<file path="src/rtl/coord_cursor_pkg.sv">
// Shared types and helpers for the coordinate cursor writer.
//   state_t   : write-sequencer states
//   H_RES_DEF : default visible width
//   V_RES_DEF : default visible height
//   pix_addr  : byte address of a pixel in the XY-addressed pixel buffer
package coord_cursor_pkg;

   typedef enum logic [1:0] {
      IDLE   = 2'd0,
      SETTLE = 2'd1,
      ERASE  = 2'd2,
      DRAW   = 2'd3
   } state_t;

   localparam int unsigned H_RES_DEF = 640;
   localparam int unsigned V_RES_DEF = 480;

   // XY addressing: 2 bytes per pixel, 2048-byte row stride.
   function automatic logic [31:0] pix_addr(input logic [31:0] base,
                                            input logic [9:0]  x,
                                            input logic [8:0]  y);
      return base + {12'd0, y, x, 1'b0};
   endfunction

endpackage

</file>
<file path="src/rtl/cursor_square_walker.sv">
// N x N pixel walker, row-major (dx fastest). Reused by the erase and
// draw phases of coord_cursor_writer.
// Ports:
//   clk, reset_n : clock, async active-low reset
//   clear        : synchronous return to (0,0)
//   step         : advance to the next pixel (wraps after the last one)
//   dx, dy       : current offset within the square
//   last         : current offset is the final pixel (N-1, N-1)
module cursor_square_walker
   import coord_cursor_pkg::*;
#(
   parameter int unsigned N = 4
) (
   input  logic       clk,
   input  logic       reset_n,
   input  logic       clear,
   input  logic       step,
   output logic [3:0] dx,
   output logic [3:0] dy,
   output logic       last
);

   localparam logic [3:0] MAX = 4'(N - 1);

   always_ff @(posedge clk or negedge reset_n) begin
      if (!reset_n) begin
         dx <= '0;
         dy <= '0;
      end else if (clear) begin
         dx <= '0;
         dy <= '0;
      end else if (step) begin
         if (dx == MAX) begin
            dx <= '0;
            dy <= (dy == MAX) ? 4'd0 : dy + 4'd1;
         end else begin
            dx <= dx + 4'd1;
         end
      end
   end

   assign last = (dx == MAX) && (dy == MAX);

endmodule

</file>
<file path="src/rtl/coord_cursor_writer.sv">
// Draws a solid NxN cursor into a 640x480 RGB565 pixel buffer over an
// Avalon-MM write master, driven by HPS-written x/y coordinate PIOs.
// Each settled coordinate change erases the previous square (if any) and
// then draws the new one.
// Ports:
//   clk, reset_n        : clock, async active-low reset
//   enable              : accept new coordinates (looked at in IDLE only)
//   x_coord, y_coord    : raw HPS coordinates
//   colour, bg_colour   : cursor and erase colours (RGB565)
//   m_address, m_write, m_writedata, m_byteenable, m_waitrequest : Avalon-MM master
//   busy                : sequencer is settling, erasing or drawing
//   clamped             : last drawn coordinate was pulled inside the screen
//   hex_value           : seven-segment value
// Build option CURSOR_HEX_EN: hex_value shows {x[7:0], y[7:0]} of the last
// drawn position; otherwise it is tied to zero.
//
// state  | meaning
// -------+-----------------------------------------------------------
// IDLE   | waiting for an enabled coordinate that differs from last_raw
// SETTLE | counting consecutive equal samples up to STABLE_CYCLES
// ERASE  | writing bg_colour over the previous square
// DRAW   | writing colour over the new square
module coord_cursor_writer
   import coord_cursor_pkg::*;
#(
   parameter int unsigned H_RES         = H_RES_DEF,
   parameter int unsigned V_RES         = V_RES_DEF,
   parameter int unsigned CURSOR_SIZE   = 4,
   parameter int unsigned STABLE_CYCLES = 4,
   parameter logic [31:0] BUF_BASE      = 32'h0000_0000
) (
   input  logic        clk,
   input  logic        reset_n,
   input  logic        enable,
   input  logic [31:0] x_coord,
   input  logic [31:0] y_coord,
   input  logic [15:0] colour,
   input  logic [15:0] bg_colour,
   output logic [31:0] m_address,
   output logic        m_write,
   output logic [15:0] m_writedata,
   output logic [1:0]  m_byteenable,
   input  logic        m_waitrequest,
   output logic        busy,
   output logic        clamped,
   output logic [15:0] hex_value
);

   localparam logic [31:0] X_MAX = 32'(H_RES - CURSOR_SIZE);
   localparam logic [31:0] Y_MAX = 32'(V_RES - CURSOR_SIZE);
   localparam logic [7:0]  STABLE_CNT = 8'(STABLE_CYCLES);

   state_t state, state_nxt;

   logic [31:0] samp_x, samp_y;
   logic [63:0] samp_raw, last_raw, settle_raw;
   logic [7:0]  cnt;
   logic        has_prev;
   logic [9:0]  prev_x, tgt_x, x_lim, cur_x, px;
   logic [8:0]  prev_y, tgt_y, y_lim, cur_y, py;
   logic        tgt_clamped, x_over, y_over;
   logic [15:0] pix_data;

   logic [3:0]  dx, dy;
   logic        walk_last;

   logic start_settle, inc_cnt, latch_tgt, walk_clear, walk_step;
   logic erase_done, finish;

   always_ff @(posedge clk or negedge reset_n) begin
      if (!reset_n) begin
         samp_x <= '0;
         samp_y <= '0;
      end else begin
         samp_x <= x_coord;
         samp_y <= y_coord;
      end
   end

   assign samp_raw = {samp_x, samp_y};

   assign x_over = samp_x > X_MAX;
   assign y_over = samp_y > Y_MAX;
   assign x_lim  = x_over ? X_MAX[9:0] : samp_x[9:0];
   assign y_lim  = y_over ? Y_MAX[8:0] : samp_y[8:0];

   always_ff @(posedge clk or negedge reset_n) begin
      if (!reset_n) state <= IDLE;
      else          state <= state_nxt;
   end

   always_comb begin
      state_nxt    = state;
      start_settle = 1'b0;
      inc_cnt      = 1'b0;
      latch_tgt    = 1'b0;
      walk_clear   = 1'b0;
      walk_step    = 1'b0;
      erase_done   = 1'b0;
      finish       = 1'b0;
      case (state)
         IDLE: begin
            if (enable && (samp_raw != last_raw)) begin
               start_settle = 1'b1;
               state_nxt    = SETTLE;
            end
         end
         SETTLE: begin
            if (samp_raw != settle_raw) begin
               start_settle = 1'b1;
            end else if (cnt == STABLE_CNT) begin
               latch_tgt  = 1'b1;
               walk_clear = 1'b1;
               state_nxt  = has_prev ? ERASE : DRAW;
            end else begin
               inc_cnt = 1'b1;
            end
         end
         ERASE: begin
            if (!m_waitrequest) begin
               if (walk_last) begin
                  // Straight into DRAW so m_write has no bubble between phases.
                  erase_done = 1'b1;
                  walk_clear = 1'b1;
                  state_nxt  = DRAW;
               end else begin
                  walk_step = 1'b1;
               end
            end
         end
         DRAW: begin
            if (!m_waitrequest) begin
               if (walk_last) begin
                  finish    = 1'b1;
                  state_nxt = IDLE;
               end else begin
                  walk_step = 1'b1;
               end
            end
         end
         default: state_nxt = IDLE;
      endcase
   end

   // settle_raw is only rewritten in IDLE/SETTLE, so at the end of DRAW it
   // still holds the raw value that was drawn.
   always_ff @(posedge clk or negedge reset_n) begin
      if (!reset_n) begin
         settle_raw  <= '0;
         cnt         <= '0;
         last_raw    <= '0;
         has_prev    <= 1'b0;
         prev_x      <= '0;
         prev_y      <= '0;
         tgt_x       <= '0;
         tgt_y       <= '0;
         tgt_clamped <= 1'b0;
         clamped     <= 1'b0;
         pix_data    <= '0;
      end else begin
         if (start_settle) begin
            settle_raw <= samp_raw;
            cnt        <= 8'd1;
         end else if (inc_cnt) begin
            cnt <= cnt + 8'd1;
         end
         if (latch_tgt) begin
            tgt_x       <= x_lim;
            tgt_y       <= y_lim;
            tgt_clamped <= x_over || y_over;
            pix_data    <= has_prev ? bg_colour : colour;
         end
         if (erase_done) pix_data <= colour;
         if (finish) begin
            last_raw <= settle_raw;
            has_prev <= 1'b1;
            prev_x   <= tgt_x;
            prev_y   <= tgt_y;
            clamped  <= tgt_clamped;
         end
      end
   end

   cursor_square_walker #(
      .N (CURSOR_SIZE)
   ) u_walker (
      .clk     (clk),
      .reset_n (reset_n),
      .clear   (walk_clear),
      .step    (walk_step),
      .dx      (dx),
      .dy      (dy),
      .last    (walk_last)
   );

   // Master outputs come straight from registered state, so they cannot
   // move while m_waitrequest holds the walker, and m_write falls with reset.
   assign cur_x = (state == ERASE) ? prev_x : tgt_x;
   assign cur_y = (state == ERASE) ? prev_y : tgt_y;
   assign px    = cur_x + 10'(dx);
   assign py    = cur_y + 9'(dy);

   assign m_write      = (state == ERASE) || (state == DRAW);
   assign m_address    = m_write ? pix_addr(BUF_BASE, px, py) : 32'd0;
   assign m_writedata  = m_write ? pix_data : 16'd0;
   assign m_byteenable = m_write ? 2'b11 : 2'b00;
   assign busy         = (state != IDLE);

`ifdef CURSOR_HEX_EN
   always_ff @(posedge clk or negedge reset_n) begin
      if (!reset_n)    hex_value <= '0;
      else if (finish) hex_value <= {tgt_x[7:0], tgt_y[7:0]};
   end
`else
   assign hex_value = 16'h0000;
`endif

endmodule

</file>
<file path="config.mk">
export PLATFORM = sky130hd
export DESIGN_NAME = coord_cursor_writer
export DESIGN_NICKNAME = d
export VERILOG_FILES = /design/src/rtl/coord_cursor_pkg.sv /design/src/rtl/cursor_square_walker.sv /design/src/rtl/coord_cursor_writer.sv
export SDC_FILE = /design/constraint.sdc
export NUM_CORES = 1
export LEC_CHECK = 0
export BUFFER_PORTS_ARGS = -buffer_cell sky130_fd_sc_hd__buf_2
export CORE_MARGIN = 5
export CORE_UTILIZATION = 25
export DETAILED_ROUTE_END_ITERATION = 10
export PLACE_DENSITY = 0.48
export SLEW_MARGIN = 30
export SYNTH_ARGS = -nofsm -noshare
export SYNTH_HDL_FRONTEND = slang
export SYNTH_SLANG_ARGS = --single-unit
</file>
<file path="constraint.sdc">
create_clock -name clk -period 3.85 [get_ports clk]
set_input_delay 0 -clock clk [delete_from_list [all_inputs] [get_ports clk]]
set_output_delay 0 -clock clk [all_outputs]
set_load 0.03 [all_outputs]
</file>
# Yosys cells after proc, flatten, opt, wreduce, memory -nomap -nowiden
# Cells that the tools add are included.
[word_totals]
latch_bits = 0
regBits = 267
mem_bits_rw = 0
mem_bits_ro = 0
memories = 0
[op_classes]
n_addsub = 5
shift = 0
bitwise_logic = 0
order_cmp = 2
n_mul = 0
div_mod_pow = 0
mux = 45
eq_ne = 15
reduce_logical = 13
[ops]
columns = ["cell", "count"]
rows = [
  ["$ne 64x64->1", 2],
  ["$mux 16", 4],
  ["$gt 32x10->1 const B", 1],
  ["$gt 32x9->1 const B", 1],
  ["$mux 4", 7],
  ["$mux 10", 2],
  ["$mux 20", 1],
  ["$mux 9", 2],
  ["$mux 1", 16],
  ["$mux 2", 8],
  ["$mux 8", 2],
  ["$add 10x4->10", 1],
  ["$ne 2x2->1 const B", 5],
  ["$reduce_bool 2->1", 5],
  ["$add 9x4->9", 1],
  ["$add 4x1->4 const B", 2],
  ["$add 8x1->8 const B", 1],
  ["$eq 4x2->1 const B", 2],
  ["$eq 8x3->1 const B", 1],
  ["$pmux 2 s4", 1],
  ["$reduce_and 7->1", 1],
  ["$eq 2x2->1 const B", 2],
  ["$ne 2x1->1 const B", 2],
  ["$pmux 1 s2", 2],
  ["6 further kinds", 8],
]

# Depth between registers and ports, before layout
[logic_depth]
word_depth = 7
ltp_mapped = 18
depth_no_buf = 14

# Hierarchy
# Synthesis repeated with hierarchy kept, for this count alone.
[unflattened]
hier_cells = 1051
area_unflattened_um2 = 12858.6
[modules_own_cells]
columns = ["mod", "n_inst", "area_per_inst_um2", "seq_area_each_um2", "cells_per_inst"]
rows = [
  ["coord_cursor_writer", 1, 12438.2, 6481.2, 1012],
  ["cursor_square_walker", 1, 420.4, 200.2, 39],
]

# Worst setup path after synthesis
# Ideal clock, no wire load.
[synth_path]
path_kind = "register -> output"
startpoint = "register state[0]"
endpoint = "output port m_address[17]"
required_ns = 3.850
setup_slack_ns = 0.467
arrival_ns = 3.383
n_path_buf = 3
path_stages_with_launch = 14
path_cell_list = "dfrtp_1 -> inv_1 -> ha_1 -> buf_2 -> clkbuf_1 -> buf_1 -> mux2_2 -> ha_1 -> fa_1 -> a21o_1 -> a21oi_1 -> nor2_1 -> xor2_1 -> nor2_1"
[synth_via]
elab_chain_len = 4
[synth_rtl]
columns = ["element", "line", "rtl"]
rows = [
  ["from (decl)", "coord_cursor_writer.sv:53", "state_t state, state_nxt;"],
  ["from (signal assigned)", "coord_cursor_writer.sv:89", "else state <= state_nxt;"],
  ["$eq 2x2->1", "coord_cursor_writer.sv:199, coord_cursor_writer.sv:203", ""],
  ["$mux 9", "coord_cursor_writer.sv:199", "assign cur_y = (state == ERASE) ? prev_y : tgt_y;"],
  ["$add 9x4->9", "coord_cursor_writer.sv:201", "assign py = cur_y + 9'(dy);"],
  ["$mux 20 *", "coord_cursor_writer.sv:204", "assign m_address = m_write ? pix_addr(BUF_BASE, px, py) : 32'd0;"],
  ["to (decl)", "coord_cursor_writer.sv:39", "output logic [31:0] m_address,"],
]
# Every way passes the cells marked *; elsewhere a longest branch is shown, timed or not.

# Worst setup path in the final report
[layout_path]
startpoint = "register state[0]"
endpoint = "output port m_address[19]"
# The elaborated chain is that of the path after synthesis.

==> run_results.csv <==
group,metric,value,unit
floorplanning,initial_utilization,25.4,%
floorplanning,dieArea,54400,um2
detailed_routing,drtPass1Iterations,6,
timing,maxSlewViolCount,0,
critical_path,worstPathCellList,"inv_1 -> ha_2 -> mux2_2 -> ha_1 -> fa_1 -> a21o_1 -> a21oi_1 -> nor2_1 -> nand2_1 -> xnor2_1 -> nor2_1 -> buf_2",
global_routing,antenna_found_initial,0,
detailed_routing,drc,0,
timing,fin_tns_setup,0,ns
global_routing,overflow,0,
timing,period_needed,3.51,ns
placed_design,dp.cells,1923,
clocking,clock-root-buffer,"clkbuf_16",
worst_hold_path,hold_path.class,"input pin to asynchronous set/reset pin",
logic_synthesis,ys_warn_count,0,
logic_synthesis,syn_avg_cell_area,10.8,um2
finish,final_cells,2079,
logic_synthesis,synthTopCellsByArea,"dfrtp_1, xnor2_1, nand2_1, mux2_2, mux2i_1",
clocking,cts_htree_levels,1,
timing,final.period_utilization,91.2,%
logic_synthesis,yosys_most_used_dff,"dfrtp_1",
critical_path,cp-end-kind,"output port",
timing,grt_setup_unrepaired,"no",
finish,diodes,0,
floorplanning,num_rows,81,
timing,setup_viol,0,
floorplanning,die_x,233,um
clocking,clk_latency,0.57,ns
timing,clock-skew-final,0.0273,ns
logic_synthesis,yosysSeqAreaShare,53.7,%
global_routing,grt_pass1_vias,9027,
clocking,clock-sinks,267,
logic_synthesis,ys_types,50,
detailed_routing,vias_per_cell,4.19,
timing,finalHoldViolCount,42,
critical_path,path_common_cell,"nor2_1",
power,power.density,400,nW/um2
logic_synthesis,yosysTopAreaCellShare,53.7,%
global_routing,track_usage,12.3,%
detailed_routing,wl_per_cell,16.2,um
outcome,outcome,"finished, violations left",
timing,tightest_slew,0.862,ns
power,vdd_ir_drop_max,0.328,mV
critical_path,cp_max_fo,17,
placed_design,place_hpwl,24100,um
logic_synthesis,ys_ff_latch,267,
clocking,clk_pin_slew,0.06,ns
critical_path,arrival,3.51,ns
critical_path,cp_num_buf_inv,2,
clocking,cts_setup_buffers,0,
logic_synthesis,synth_edf_count,0,
critical_path,crit_family,"adder cells",
placed_design,portBuffers,139,
clocking,ctsLongestPathBuffers,3,
logic_synthesis,yosysMostFrequentCell,"dfrtp_1",
power,power.leakage,7.39,nW
timing,clock.fmax,0.285,GHz
finish,seqCellArea,6680,um2
global_routing,grt_pass1_wl,52800,um
detailed_routing,routed_wl,33700,um
placed_design,place.gp.congestion,0.770,
detailed_routing,first_iter_violations,437,
logic_synthesis,synth_top_area_cell,"dfrtp_1",
finish,drive_above_1_share,21.1,%
logic_synthesis,syn-cell-area,12400,um2
outcome,violations,"negative hold slack",
clocking,cts_buffers,30,
critical_path,cp_slowest_cell,"dfrtp_1",
timing,whs,-0.0375,ns
logic_synthesis,syn_inst,1150,
global_routing,grt_max_degree,122,
critical_path,worstPathRequired,3.85,ns
clocking,cts_tree,"yes",
finish,multi_input_area,5370,um2
detailed_routing,ant_nets,0,
detailed_routing,vias,8713,
logic_synthesis,synth_common_cells,"dfrtp_1, nand2_1, xnor2_1",
timing,slew_headroom,42.6,%
finish,area_delta_synth_final,27.7,%
finish,num-fill-cells,5050,
floorplanning,die_h,233,um
critical_path,max_stage_delay,0.42,ns
floorplanning,io_pins,169,
logic_synthesis,async_flop_share,100,%
critical_path,critPathKind,"register to output port",
critical_path,worst_setup_path_start_kind,"register",
finish,fin_nets,1509,
flow_run,timing.max_cap.violations,0,
floorplanning,core,49100,um2
## metrics by stage
step / power (mW) / setup WS [ns] / instance area (um2) / util, %
finish: 6.36 / 0.340 / 15900 / 32.4
detailed placement: 3.37 / 0.683 / 13800 / 28.2
global placement: 3.36 / 0.745 / 13800 / 28.2
floorplan: 3.18 / 0.467 / 12600 / -
CTS: 6.47 / 0.0704 / 15900 / 32.4
global route: 6.63 / 0.0311 / 15900 / 32.4
## power breakdown
group	internal (mW)	total (mW)	switching [mW]
clock network	1.80	2.98	1.17
logic	0.198	0.410	0.212
registers	2.88	2.98	0.103
total	4.87	6.36	1.49
## area by class of cell
| cell class | instances | share of cell area (%) |
|---|---|---|
| flip-flops and latches | 267 | 42.0 |
| multi-input cells | 812 | 33.7 |
| repair buffers | 254 | 11.8 |
| clock buffers | 41 | 5.55 |
| well taps | 664 | 5.23 |
| clock inverters | 15 | 1.05 |
| inverters | 26 | 0.614 |
## worst register-to-register path: cells and delay by family (launching register included)
| kind | cells | cell delay, ns |
|---|---|---|
| compound gates | 1 | 0.06 |
| fa+ha+maj | 1 | 0.21 |
| buf+inv | 2 | 0.88 |
| flops | 1 | 0.42 |
| mux | 1 | 0.24 |
| simple gates | 5 | 1.36 |
## per-layer routing
metal,global-route usage (%),part of all wire (%)
met1,17.4,47
met2,19.7,45
met3,1.93,4.9
met4,2.90,2.4
met5,0,0
## cells by family (layout without fill, tap and decap cells)
group           after synthesis  after routing  synth area share, %
other cells                   1             29               0.0301
simple gates                416            416                 15.5
flops                       267            267                 53.7
buf+inv                      99            336                 4.40
compound gates               88             88                 4.13
fa+ha+maj                    18             18                 1.93
xor+xnor                    146            146                 10.3
mux                         115            115                 10.0
## registers in the layout (all words and copies together) (netlist names)
register and cells:
clamped 1, cnt 8, has_prev 1, last_raw 64, pix_data 16, prev_x 10
prev_y 9, samp_x 32, samp_y 32, settle_raw 64, state 2, tgt_clamped 1
tgt_x 10, tgt_y 9, u_walker.dx 4, u_walker.dy 4
## placed cells by master (no fill, tap or decap), drive strengths merged, types with 3 or more instances in the layout
cell         instances
dfrtp              267
or4                  3
a21oi               17
and2                 6
o21ai               48
nor4                19
nand2b               4
nand2              242
xor2                10
o31ai                3
nor3                 5
clkinv              10
nor2b               29
mux2                78
mux2i               37
nand4               42
a31oi                5
o211ai               3
bufinv               3
nand3                6
xnor2              136
nor2                47
clkbuf              41
dlygate4sd3         99
a21o                 4
inv                 27
and3                 3
or3                  3
buf                155
nand4b               3
conb                29
ha                  16
a32oi                4
## final timing paths
kind,from,to,slack (ns),cells past startpoint
worst max-delay path,state[0]$_DFFE_PN0P_,m_address[19],0.34,12
worst min-delay path,reset_n,samp_x[22]$_DFF_PN0_,-0.04,2
worst min register to register,prev_x[2]$_DFFE_PN0P_,prev_x[2]$_DFFE_PN0P_,0.48,2
min in group clk,y_coord[25],samp_y[25]$_DFF_PN0_,0.06,2
worst max register to register,u_walker.dx[0]$_DFFE_PN0P_,pix_data[2]$_DFFE_PN0P_,0.54,10
max in group asynchronous,reset_n,settle_raw[27]$_DFFE_PN0N_,2.67,4
## timing repair
action | in CTS | in global routing
endpoints found under the hold margin | 204 | 0
resized for setup | 0 | 1
hold buffers | 99 | 0
setup endpoints to repair | 0 | 8
Note: power is estimated with default switching activity, not from simulation.
